File: src/rtl/clock_pkg.sv
// Shared types and default timing for the clock-setting controller.
package clock_pkg;

    typedef enum logic [1:0] {
        RUN   = 2'd0,
        SET_S = 2'd1,
        SET_M = 2'd2,
        SET_H = 2'd3
    } mode_t;

    localparam int DEF_CLK_HZ       = 100000;
    localparam int DEF_DEBOUNCE_CYC = 1000;
    localparam int DEF_REPEAT_DELAY = 50000;
    localparam int DEF_REPEAT_RATE  = 10000;
    localparam int DEF_BLINK_HALF   = 25000;

    // Mode sequence stepped by each mode_set press.
    function automatic mode_t nextMode(input mode_t m);
        case (m)
            RUN:     return SET_S;
            SET_S:   return SET_M;
            SET_M:   return SET_H;
            default: return RUN;
        endcase
    endfunction

    // One-hot field selection {h, m, s} for the current mode; zero in RUN.
    function automatic logic [2:0] fieldSelect(input mode_t m);
        case (m)
            SET_S:   return 3'b001;
            SET_M:   return 3'b010;
            SET_H:   return 3'b100;
            default: return 3'b000;
        endcase
    endfunction

endpackage

File: src/rtl/key_debounce.sv
// Two-flop synchronizer plus counting debouncer for one active-low key.
// A key that is already held when reset ends is ignored until it has been
// seen released once, so holding a key through reset never fires an event.
module key_debounce
    import clock_pkg::*;
#(
    parameter int DEBOUNCE_CYC = DEF_DEBOUNCE_CYC
) (
    input  logic clk100khz,
    input  logic rst,
    input  logic key_n,
    output logic level,
    output logic press
);

    localparam int CW = (DEBOUNCE_CYC > 1) ? $clog2(DEBOUNCE_CYC) : 1;
    localparam logic [CW-1:0] LAST = CW'(DEBOUNCE_CYC - 1);

    logic          r_sync1;
    logic          r_sync2;
    logic [1:0]    r_settle;
    logic          r_armed;
    logic          r_level;
    logic          r_press;
    logic [CW-1:0] r_count;

    // Bring the raw key into the clock domain; idle state is released.
    always_ff @(posedge clk100khz) begin
        if (rst) begin
            r_sync1 <= 1'b1;
            r_sync2 <= 1'b1;
        end else begin
            r_sync1 <= key_n;
            r_sync2 <= r_sync1;
        end
    end

    // Arm only once the synchronizer holds real samples showing the key released.
    always_ff @(posedge clk100khz) begin
        if (rst) begin
            r_settle <= 2'd0;
            r_armed  <= 1'b0;
        end else begin
            if (r_settle != 2'd2)
                r_settle <= r_settle + 2'd1;
            if (r_settle == 2'd2 && r_sync2)
                r_armed <= 1'b1;
        end
    end

    // Flip the accepted level after a full run of mismatching samples; flag the press edge.
    always_ff @(posedge clk100khz) begin
        if (rst) begin
            r_level <= 1'b1;
            r_press <= 1'b0;
            r_count <= '0;
        end else begin
            r_press <= 1'b0;
            if (!r_armed || r_sync2 == r_level) begin
                r_count <= '0;
            end else if (r_count == LAST) begin
                r_level <= r_sync2;
                r_press <= ~r_sync2;
                r_count <= '0;
            end else begin
                r_count <= r_count + 1'b1;
            end
        end
    end

    assign level = r_level;
    assign press = r_press;

endmodule

File: src/rtl/clock_set_ctrl.sv
// Front-panel controller for setting a clock: mode stepping, inc/dec pulses
// with auto-repeat, the 1 Hz seconds tick and the field blink.
module clock_set_ctrl
    import clock_pkg::*;
#(
    parameter int CLK_HZ       = DEF_CLK_HZ,
    parameter int DEBOUNCE_CYC = DEF_DEBOUNCE_CYC,
    parameter int REPEAT_DELAY = DEF_REPEAT_DELAY,
    parameter int REPEAT_RATE  = DEF_REPEAT_RATE,
    parameter int BLINK_HALF   = DEF_BLINK_HALF
) (
    input  logic       clk100khz,
    input  logic       rst,
    input  logic       mode_set_n,
    input  logic       inc_n,
    input  logic       dec_n,
    output logic [1:0] mode,
    output logic       tick_s,
    output logic       inc_s,
    output logic       inc_m,
    output logic       inc_h,
    output logic       dec_s,
    output logic       dec_m,
    output logic       dec_h,
    output logic       blink
);

    localparam int PW      = (CLK_HZ > 1) ? $clog2(CLK_HZ) : 1;
    localparam int REP_MAX = (REPEAT_DELAY > REPEAT_RATE) ? REPEAT_DELAY : REPEAT_RATE;
    localparam int RW      = (REP_MAX > 1) ? $clog2(REP_MAX) : 1;
    localparam int BW      = (BLINK_HALF > 1) ? $clog2(BLINK_HALF) : 1;

    localparam logic [PW-1:0] TICK_LAST  = PW'(CLK_HZ - 1);
    localparam logic [RW-1:0] DELAY_LAST = RW'(REPEAT_DELAY - 1);
    localparam logic [RW-1:0] RATE_LAST  = RW'(REPEAT_RATE - 1);
    localparam logic [BW-1:0] BLINK_LAST = BW'(BLINK_HALF - 1);

    logic w_unusedModeLevel;
    logic w_modePress;
    logic w_incLvl;
    logic w_incPress;
    logic w_decLvl;
    logic w_decPress;
    logic w_bothDown;
    logic [2:0] w_field;
    logic [RW-1:0] w_repLast;

    mode_t         r_mode;
    logic [2:0]    r_inc;
    logic [2:0]    r_dec;
    logic          r_repActive;
    logic          r_repIsInc;
    logic          r_repFirst;
    logic [RW-1:0] r_repCnt;
    logic [PW-1:0] r_preCnt;
    logic          r_tick;
    logic [BW-1:0] r_blinkCnt;
    logic          r_blink;

    key_debounce #(.DEBOUNCE_CYC(DEBOUNCE_CYC)) u_modeKey (
        .clk100khz(clk100khz), .rst(rst), .key_n(mode_set_n),
        .level(w_unusedModeLevel), .press(w_modePress)
    );

    key_debounce #(.DEBOUNCE_CYC(DEBOUNCE_CYC)) u_incKey (
        .clk100khz(clk100khz), .rst(rst), .key_n(inc_n),
        .level(w_incLvl), .press(w_incPress)
    );

    key_debounce #(.DEBOUNCE_CYC(DEBOUNCE_CYC)) u_decKey (
        .clk100khz(clk100khz), .rst(rst), .key_n(dec_n),
        .level(w_decLvl), .press(w_decPress)
    );

    assign w_bothDown = ~w_incLvl & ~w_decLvl;
    assign w_field    = fieldSelect(r_mode);
    assign w_repLast  = r_repFirst ? DELAY_LAST : RATE_LAST;

    // Mode FSM: each mode_set press advances RUN -> SET_S -> SET_M -> SET_H -> RUN.
    always_ff @(posedge clk100khz) begin
        if (rst)
            r_mode <= RUN;
        else if (w_modePress)
            r_mode <= nextMode(r_mode);
    end

    // Inc/dec pulses for the selected field; a new press is needed after any cancel.
    always_ff @(posedge clk100khz) begin
        if (rst) begin
            r_inc       <= 3'b000;
            r_dec       <= 3'b000;
            r_repActive <= 1'b0;
            r_repIsInc  <= 1'b0;
            r_repFirst  <= 1'b0;
            r_repCnt    <= '0;
        end else begin
            r_inc <= 3'b000;
            r_dec <= 3'b000;
            if (w_modePress || r_mode == RUN || w_bothDown) begin
                r_repActive <= 1'b0;
                r_repCnt    <= '0;
            end else if (w_incPress || w_decPress) begin
                if (w_incPress)
                    r_inc <= w_field;
                else
                    r_dec <= w_field;
                r_repActive <= 1'b1;
                r_repIsInc  <= w_incPress;
                r_repFirst  <= 1'b1;
                r_repCnt    <= '0;
            end else if (r_repActive) begin
                if (r_repIsInc ? w_incLvl : w_decLvl) begin
                    r_repActive <= 1'b0;
                    r_repCnt    <= '0;
                end else if (r_repCnt == w_repLast) begin
                    if (r_repIsInc)
                        r_inc <= w_field;
                    else
                        r_dec <= w_field;
                    r_repFirst <= 1'b0;
                    r_repCnt   <= '0;
                end else begin
                    r_repCnt <= r_repCnt + 1'b1;
                end
            end
        end
    end

    // Seconds prescaler runs only in RUN and restarts from zero on every return.
    always_ff @(posedge clk100khz) begin
        if (rst || r_mode != RUN || w_modePress) begin
            r_preCnt <= '0;
            r_tick   <= 1'b0;
        end else if (r_preCnt == TICK_LAST) begin
            r_preCnt <= '0;
            r_tick   <= 1'b1;
        end else begin
            r_preCnt <= r_preCnt + 1'b1;
            r_tick   <= 1'b0;
        end
    end

    // Blink the selected field in SET modes, restarting the phase at each mode change.
    always_ff @(posedge clk100khz) begin
        if (rst || r_mode == RUN || w_modePress) begin
            r_blinkCnt <= '0;
            r_blink    <= 1'b0;
        end else if (r_blinkCnt == BLINK_LAST) begin
            r_blinkCnt <= '0;
            r_blink    <= ~r_blink;
        end else begin
            r_blinkCnt <= r_blinkCnt + 1'b1;
        end
    end

    assign mode   = r_mode;
    assign tick_s = r_tick;
    assign inc_s  = r_inc[0];
    assign inc_m  = r_inc[1];
    assign inc_h  = r_inc[2];
    assign dec_s  = r_dec[0];
    assign dec_m  = r_dec[1];
    assign dec_h  = r_dec[2];
    assign blink  = r_blink;

endmodule
File: config.mk
export PLATFORM = sky130hd
export DESIGN_NAME = clock_set_ctrl
export DESIGN_NICKNAME = d
export VERILOG_FILES = /design/src/rtl/clock_pkg.sv /design/src/rtl/key_debounce.sv /design/src/rtl/clock_set_ctrl.sv
export SDC_FILE = /design/constraint.sdc
export NUM_CORES = 1
export LEC_CHECK = 0
export CAP_MARGIN = 40
export CORE_MARGIN = 2
export CORE_UTILIZATION = 46
export CTS_CLUSTER_DIAMETER = 100
export DETAILED_ROUTE_END_ITERATION = 8
export PLACE_DENSITY_LB_ADDON = 0.2
export SLEW_MARGIN = 20
export SYNTH_ARGS = -nofsm -noshare
export SYNTH_HDL_FRONTEND = slang
export SYNTH_SLANG_ARGS = --single-unit
File: constraint.sdc
create_clock -name clk100khz -period 2.1 [get_ports clk100khz]
set_clock_uncertainty 0.05 [all_clocks]
set_input_delay 0.525 -clock clk100khz [delete_from_list [all_inputs] [get_ports clk100khz]]
set_output_delay 0.525 -clock clk100khz [all_outputs]
set_load 0.02 [all_outputs]
==> Yosys cells after proc, flatten, opt, wreduce, memory -nomap -nowiden <==
Index checks and enable logic that the tools add are counted.
{ "totals": {"input_bits": 5, "elab_cells": 135, "ff_bits": 112, "output_inout_bits": 10} }
{ "classes": {"muxes": 26, "n_addsub": 9, "n_bitwise": 14, "n_reduce_logical": 35, "eq_ne": 19} }
{ "op_table": {"columns": ["operator", "n"], "rows": [
  ["16-bit two-way mux", 3],
  ["3-bit two-way mux", 12],
  ["10-bit by 1-bit adder with 10-bit output, second input constant", 3],
  ["10-bit == test, second input constant", 3],
  ["3-bit OR reduction", 7],
  ["17-bit by 1-bit adder with 17-bit output, second input constant", 1],
  ["17-bit == test, second input constant", 1],
  ["16-bit by 1-bit adder with 16-bit output, second input constant", 1],
  ["16-bit == test", 1],
  ["15-bit by 1-bit adder with 15-bit output, second input constant", 1],
  ["15-bit == test, second input constant", 1],
  ["1-bit NOT", 13],
  ["2-bit == test, second input constant", 5],
  ["1-bit logical OR", 10],
  ["1-bit two-way mux", 9],
  ["3-bit case mux with 3 select lines", 1],
  ["2-bit inequality test, second input constant", 4],
  ["2-bit AND reduction", 4],
  ["2-bit by 1-bit adder with 2-bit output, second input constant", 3],
  ["2-bit case mux with 3 select lines", 1],
  ["2-bit nonzero test", 3],
  ["2-bit OR reduction", 3],
  ["4-bit AND reduction", 1],
  ["1-bit == test", 3],
  ["5 further kinds", 9]
]} }

==> Depth between registers and ports, before layout <==
Gate-level depths: netlist (run 1).
{ "logic_depth": {"depth_word": 7, "ltp_mapped": 8, "ltp_nobuf": 7} }

==> By module <==
Synthesis (run 1) repeated with hierarchy kept, for this count alone.
{ "hier_totals": {"hier_cells": 564, "area_unflattened_um2": 5082.4} }
{ "by_module_without_submodules": {"columns": ["module", "seq_area_each_um2", "cells_per_inst", "area_per_inst_um2", "instances"], "rows": [
  ["clock_set_ctrl", 1221.2, 333, 2914.0, 1],
  ["key_debounce (u_decKey ...)", 340.3, 78, 718.2, 2],
  ["key_debounce (u_modeKey)", 340.3, 75, 732.0, 1]
]} }

==> Worst setup path before layout (run 1) <==
No wires, ideal clock.
{ "synth_path": {"kind": "register -> register", "startpoint": "register r_mode[0], in the netlist mode[0]", "endpoint": "register r_repCnt[10]", "path_slack_ns": 0.101, "path_buffers": 1, "stages_incl_launch_ff": 8, "required_time_ns": 1.976, "period_less_slack_ns": 1.999, "t_arrival_ns": 1.875, "setup_time_ns": 0.074, "cell_sequence": "dfxtp_1 -> inv_1 -> ha_1 -> or3_1 -> nor2_1 -> nand2_1 -> clkbuf_1 -> a31oi_1"} }
{ "synth_via": {"elab_chain_len": 4} }
{ "synth_lines": {"columns": ["element", "line_no", "text"], "rows": [
  ["start: declaration", "clock_set_ctrl.sv:48", "mode_t r_mode;"],
  ["start signal: assignment", "clock_set_ctrl.sv:84", "r_mode <= nextMode(r_mode);"],
  ["2-bit logical NOT", "clock_set_ctrl.sv:99", "if (w_modePress || r_mode == RUN || w_bothDown) begin"],
  ["1-bit logical OR (2 in series)", "clock_set_ctrl.sv:99", null],
  ["3-bit OR reduction (no source line)", null, null],
  ["end signal: assignment", "clock_set_ctrl.sv:123", "r_repCnt <= r_repCnt + 1'b1;"],
  ["end: declaration", "clock_set_ctrl.sv:54", "logic [RW-1:0] r_repCnt;"]
]} }
No other way between the ends.
A chain may end at the register's enable or synchronous reset.

==> Worst setup path in the final report (run 1) <==
{ "layout_path": {"startpoint": "register r_mode[0], in the netlist mode[0]", "endpoint": "output mode[0]"} }
{ "layout_lines": {"columns": ["element", "line_no", "text"], "rows": [
  ["end: declaration", "clock_set_ctrl.sv:17", "output logic [1:0] mode,"]
]} }
No word-level cell between the ends.

==> impl_results.md, run 1 <==
- Status: finished clean
- Family with the most delay on the worst path: buffers and inverters
- DR WL/cell: 11.9 um
- Max Cap Viol: 0
- Vias in the first global route: 3,414
- Worst slew pin tran: 491 ps
- Number of cells on the critical path: 2
- Insertion delay to the later sink of the worst-skew pair: 370 ps
- TritonCTS Buffers: 9
- Slew headroom: 67.3%
- Setup CP Type: reg2out
- Remaining Overflow, GRT: 0
- Mapped Cells: 544
- Post-route DRC: 0
- Worst path required time: 1520 ps
- DRT iter0 DRCs: 152
- P_leak: 0.00188 uW
- Post CTS Setup Buffer Count: 0
- Die Wd: 107 um
- Final slew viol count: 0
- Asr flop ratio synth: 0%
- Row count: 37
- GP Congestion: 0.800
- Post-Syn Area: 0.00484 mm^2
- Fin util: 53.0%
- Filler Cells Inserted: 987
- Io pins: 15
- Final Hold Vio Count: 0
- Flops & latches, synth: 112
- Commonest cells after routing, fill and taps aside: dfxtp_1, nor2_1, xor2_1
- Clock buffer depth: 2
- Synth warnings: 0
- RSZ-0062 raised after global routing: false
- Synth cell types: 51
- Final net count: 590
- Clock Sinks: 112
- P per Cell Area: 708 mW/mm^2
- Startpoint types: register
- Die area: 0.0114 mm^2
- DRT Wirelength: 8480 um
- First-pass iteration count of the detailed router: 4
- Peak fanout along the critical path: 4
- Root Driver: clkbuf_8
- Vias per cell: 5.12
- Commonest non-fill, non-tap cell in the layout: dfxtp_1
- Fraction of layout cells with a size suffix above 1: 8.16%
- Chip Height: 107 um
- Main flop type after synthesis: dfxtp_1
- Dpl hpwl: 6080 um
- Max incr delay on CP: 600 ps
- ANT nets after route: 0
- Part of the cycle the worst path needs: 96.3%
- WP data arrival: 1450 ps
- Reg clk slew, reported paths: 100 ps
- Peak VDD IR: 0.561 mV
- GRT Overall Usage: 16.1%
- Final WS setup: 77.4 ps
- N_diodes: 0
- Fin crit period: 2020 ps
- Initial antenna violation count: 0
- Buf+Inv Stages, Crit Path: 2
- Syn_nets: 563
- Setup violators final: 0
- Sequential area share after synthesis: 46.3%
- Avg Cell Area, Syn: 8.91 um^2
- Crit. End Element: primary output
- Post-synth EDFFs: 0
- Initial Util: 47.1%
- Worst slack at placement: -33.5 ps
- Hold WC Path Type: reg2reg
- Highest clock rate: 494 MHz
- Port Buffers: 14
- Number of H-tree levels: 3
- Hold Path Depth: 1
- Core box area: 0.0103 mm^2
- Dpl cell area: 0.00522 mm^2
- Largest net degree at the start of global routing: 19
- Total negative slack: 0 ps
- Reg2reg path depth: 5
- Area grow syn2layout: 12.4%
- CP max-delay cell: clkdlybuf4s50_1
- Critical path, cell by cell: buf_4 > clkdlybuf4s50_1
- Design Area, Final: 0.00544 mm^2
- CTS tree: built
- Total number of vias: 3,646
- First-pass GRT wire length: 14,900 um
==> final timing paths <==
kind	startpoint	endpoint	slack [ps]
worst min register to register	u_modeKey.r_sync1$_SDFF_PP1_	u_modeKey.r_sync2$_SDFF_PP1_	370
worst min-delay path	u_modeKey.r_sync1$_SDFF_PP1_	u_modeKey.r_sync2$_SDFF_PP1_	370
worst max register to register	r_repCnt[0]$_SDFFE_PP0P_	r_repFirst$_SDFFE_PP0P_	160
worst max-delay path	mode[0]$_SDFFE_PP0P_	mode[0]	80
==> flip-flops by register name, indices dropped and copies added (netlist names), 2 cells and up <==
name	flops
r_repCnt	16
u_incKey.r_settle	2
u_modeKey.r_count	10
u_decKey.r_settle	2
u_incKey.r_count	10
r_inc	3
u_decKey.r_count	10
r_blinkCnt	15
mode	2
r_preCnt	17
r_dec	3
u_modeKey.r_settle	2
==> Yosys cell counts (2+ instances only) <==
master / number / area (um^2)
nand3b_1: 3 / 22.5
nor2_1: 102 / 383
buf_2: 2 / 10.0
nor4_1: 5 / 31.3
nand4_1: 21 / 131
or2_1: 3 / 18.8
clkbuf_1: 12 / 45.0
nor3_1: 7 / 35.0
or2_2: 6 / 37.5
nand2_1: 28 / 105
o21ai_1: 3 / 15.0
dfxtp_1: 112 / 2240
nor2b_1: 2 / 12.5
and3_1: 18 / 113
a31oi_1: 11 / 68.8
a21oi_1: 11 / 55.1
nand3_1: 31 / 155
inv_1: 12 / 45.0
or2b_1: 2 / 15.0
ha_1: 14 / 175
or3_1: 12 / 75.1
and2_1: 10 / 62.6
and4_1: 9 / 78.8
xor2_1: 40 / 350
nand2b_1: 17 / 106
mux2i_1: 3 / 30.0
o21a_1: 2 / 15.0
and4bb_1: 2 / 25.0
o21ai_0: 3 / 15.0
xnor2_1: 20 / 175
==> per-layer routing <==
| layer | vias up | share of wire [%] | track usage (%) |
|---|---|---|---|
| li1 | 1918 | - | - |
| met1 | 1683 | 50 | 20.3 |
| met2 | 35 | 46 | 26.3 |
| met4 | 0 | 1.5 | 5.94 |
| met3 | 10 | 2.8 | 4.62 |
| met5 | - | 0 | 0 |
==> timing repair <==
item,4_1_cts,5_1_grt
hold buffers,0,0
endpoints found under the setup margin,0,26
resized for setup,0,4
==> stage by stage <==
stage                     instances  total power, uW  hold WS [ps]
final                           712             3850           369
after global routing            712             4070           394
after CTS                       712             3920           373
after detailed placement        696             2590           344
after global placement          696             2570           343
after floorplan                 544             2520           339
==> area by class of cell <==
cell class                      instances  area [um^2]  share of cell area [%]
Multi-Input combinational cell        403         2500                    45.9
Sequential cell                       112         2240                    41.2
Timing Repair Buffer                   32          278                    5.10
Tap cell                              136          170                    3.13
Clock buffer                           12          155                    2.85
Clock inverter                          4         52.6                   0.965
Inverter                               13         48.8                   0.896
==> cell families (layout without fill, tap and decap cells) <==
family,after synthesis,in the layout,share of synthesized area [%]
buffers and inverters,29,61,2.53
AOI/OAI and AO/OA,40,40,5.27
adders and majority gates,14,14,3.62
xor gates and xnor gates,60,60,10.8
DFF,112,112,46.3
muxes,5,5,1.16
and+or+nand+nor,284,284,30.3
==> power by group <==
group | leakage (uW) | internal [uW] | total, uW | switching [uW]
Sequential | 0.000906 | 2210 | 2260 | 53.6
Combinational | 0.000869 | 126 | 274 | 149
Clock | 0.000107 | 620 | 1320 | 697
Note: power is estimated with default switching activity, not from simulation.
==> run 2, diff against run 1 <==
- TNS_END_PERCENT: unset -> 30
==> results of run 2 <==
The final DEF is identical to that of run 1; final timing and power are the same.
==> run 3, diff against run 2 <==
- SYNTH_HIERARCHICAL: unset -> 1
==> run 3 against run 2 <==
Effect of this change:
- via count rose by 6.0%
- maximum frequency up 4.1%
- design area up 5.7%
- flip-flop and latch count is the same
- clock-buffer cell count shrank 1
==> impl_results.md, run 3 <==
- DRT iter0 DRCs: 207 (+36%)
- WP data arrival: 2190 ps (+740 ps)
- Cell taking the most area after synthesis: dfxtp_1
- Setup CP Type: reg2reg
- Main flop type after synthesis: dfxtp_1
- Fraction of layout cells with a size suffix above 1: 10.9% (+2.8 points)
- Synth cell types: 62 (+22%)
- Hold_buf cts: 0 (unchanged)
- Io pins: 15 (unchanged)
- Flops & latches, synth: 112 (unchanged)
- Crit. End Element: register
- P_leak: 0.00197 uW (+4.6%)
- Post-route DRC: 0 (unchanged)
- Final slew viol count: 0 (unchanged)
- Most frequent cell after synthesis: dfxtp_1
- CTS tree: built
- Simple-gate share of the synthesized area: 32.1% (+1.8 points)
- Post-Synth Adder-Cell Area: 3.45% (-0.17 points)
- Die Wd: 109 um (+2.3%)
- Max reg flops: 17 (unchanged)
- Commonest non-fill, non-tap cell in the layout: dfxtp_1
- Clock Sinks: 112 (unchanged)
- Dpl cell area: 0.00551 mm^2 (+5.6%)
- DR WL/cell: 12.2 um (+2.6%)
- Worst path required time: 2350 ps (+830 ps)
- Top cell type's share of synthesized area: 44.1% (-2.2 points)
- Largest family of logic cells by synthesized area: simple AND/OR/NAND/NOR gates
- Final Hold Vio Count: 0 (unchanged)
- Syn_nets: 583 (+3.6%)
- Post CTS Setup Buffer Count: 0 (unchanged)
- First-pass iteration count of the detailed router: 4 (unchanged)
- Avg Cell Area, Syn: 9.01 um^2 (+1.2%)
- Largest reg by FF count: r_preCnt
- First-pass GRT wire length: 16,400 um (+9.5%)
- Total negative slack: 0 ps (unchanged)
- Die area: 0.0119 mm^2 (+4.7%)
- ANT nets after route: 0 (unchanged)
- Vias per cell: 5.19 (+1.4%)
- DRT Wirelength: 9100 um (+7.3%)
- Initial antenna violation count: 0 (unchanged)
- Area grow syn2layout: 13.2%
- Dpl hpwl: 6480 um (+6.5%)
- Highest clock rate: 515 MHz (+4.1%)
- GRT Overall Usage: 17.1% (+0.94 points)
- Regs by FF count: r_preCnt: 17 flops, r_repCnt: 16 flops, r_blinkCnt: 15 flops
- Insertion delay to the later sink of the worst-skew pair: 380 ps (about the same)
- Number of H-tree levels: 3 (unchanged)
- TritonCTS Buffers: 9 (unchanged)
- GP Congestion: 0.780 (-2.4%)
- Post-synth EDFFs: 0 (unchanged)
- Total number of vias: 3,864 (+6.0%)
- Startpoint types: register
- Sequential area share after synthesis: 44.1% (-2.2 points)
- Commonest cells after routing, fill and taps aside: dfxtp_1, nor2_1, nand3_1
- Max Cap Viol: 0 (unchanged)
- Largest cells by area after synthesis: dfxtp_1, nor2_1, nand3_1
- Clock buffer depth: 2 (unchanged)
- Part of the cycle the worst path needs: 92.5% (-3.8 points)
- XOR/XNOR Fraction of Synth Area: 8.79% (-2.1 points)
- Root Driver: clkbuf_8
- Compound-Gate Fraction of Synth Area: 8.22% (+3.0 points)
- Reg clk slew, reported paths: 100 ps (about the same)
- P per Cell Area: 709 mW/mm^2 (+0.17%)
- Status: finished clean
- Core box area: 0.0108 mm^2 (+5.0%)
- Port Buffers: 14 (unchanged)
- Initial Util: 47.1% (-0.049 points)
- Post-Syn Area: 0.00508 mm^2 (+4.9%)
- Setup violators final: 0 (unchanged)
- Asr flop ratio synth: 0% (unchanged)
- Synth top cells by count: dfxtp_1, nor2_1, nand3_1
- Final net count: 618 (+4.7%)
- Synth warnings: 6 (+6)
- Slew headroom: 68.2% (+0.93 points)
- Hold WC Path Type: reg2reg
- Peak fanout along the critical path: 12 (+8)
- Largest net degree at the start of global routing: 20 (+1)
- Worst slew pin tran: 477 ps (-13.9 ps)
- Vias in the first global route: 3,744 (+9.7%)
- Chip Height: 109 um (+2.3%)
- Mux contribution to synthesized area: 1.06% (-0.10 points)
- Row count: 38 (+2.7%)
- Hold Worst Slack: 367 ps (-1.87 ps)
- Fin crit period: 1940 ps (-79.0 ps)
- Mapped Cells: 564 (+3.7%)
- Remaining Overflow, GRT: 0 (unchanged)
- Peak VDD IR: 0.452 mV (-20%)
- Post_cts resized: 1 (+1)
- N_diodes: 0 (unchanged)
- RSZ-0062 raised after global routing: false
- Design Area, Final: 0.00575 mm^2 (+5.7%)
==> run 3: cell count changes after synthesis, sizes merged, moves of 5 or more <==
| cell | before | now |
|---|---|---|
| clkbuf | 12 | 3 |
| a21oi | 12 | 18 |
| nand4 | 21 | 10 |
| nand3b | 3 | 10 |
| inv | 13 | 18 |
| nand2 | 28 | 33 |
| and2 | 10 | 5 |
| nor3 | 7 | 13 |
| xor2 | 40 | 25 |
| nand3 | 31 | 48 |
| xnor2 | 20 | 26 |
==> run 3: critical path: stages, from the launching register on <==
cell      delay, ps
dfxtp_1         440
and4bb_1        240
mux2i_4         210
o21ba_1         470
o21ai_0         170
a311oi_1        270
==> run 3: per-stage QoR <==
stage | cells | worst slack (ps) | total power [uW] | utilization, %
after floorplan | 564 | 80.7 | 2520 | -
after global placement | 728 | -71.5 | 2580 | 51.0
after detailed placement | 728 | -110 | 2610 | 51.0
after CTS | 744 | 12.6 | 4160 | 53.3
after global routing | 744 | 2.98 | 4290 | 53.3
final | 744 | 156 | 4080 | 53.3
==> run 3: report_power, final <==
part | leakage (uW) | internal, uW | switching [uW] | total [uW]
clock network | 0.000124 | 825 | 698 | 1520
logic | 0.000939 | 138 | 153 | 291
registers | 0.000906 | 2210 | 57.6 | 2270
==> run 3: layout make-up <==
type                       count  area, um^2
fill                         998        5040
multi-input combinational    426        2720
sequential                   112        2240
timing repair buffer          32         302
tap                          140         175
clock buffer                  11         141
clock inverter                 5         104
inverter                      18        67.6
==> run 3: logic make-up after synthesis <==
kind of cell | Yosys count
simple gates | 298
flops | 112
compound gates | 59
xor+xnor | 51
buf+inv | 26
fa+ha+maj | 14
mux | 4
==> run 3: worst paths after layout <==
path / to / startpoint / cells past startpoint / slack (ps)
worst max-delay path: r_repCnt[10]$_SDFFE_PP0P_ / r_repCnt[10]$_SDFFE_PP0P_ / 5 / 160
worst min-delay path: u_decKey/r_sync2$_SDFF_PP1_ / u_decKey/r_sync1$_SDFF_PP1_ / 1 / 370
worst max register to register: r_repCnt[10]$_SDFFE_PP0P_ / r_repCnt[10]$_SDFFE_PP0P_ / 5 / 160
worst min register to register: u_decKey/r_sync2$_SDFF_PP1_ / u_decKey/r_sync1$_SDFF_PP1_ / 1 / 370
==> run 3: metal layers <==
layer  track usage (%)  up-vias  wire (um)
li1                  -     2028          -
met1              21.0     1786       4500
met2              28.4       39       4150
met3              5.14       11        311
met4              5.86        0        133
met5                 0        -          0
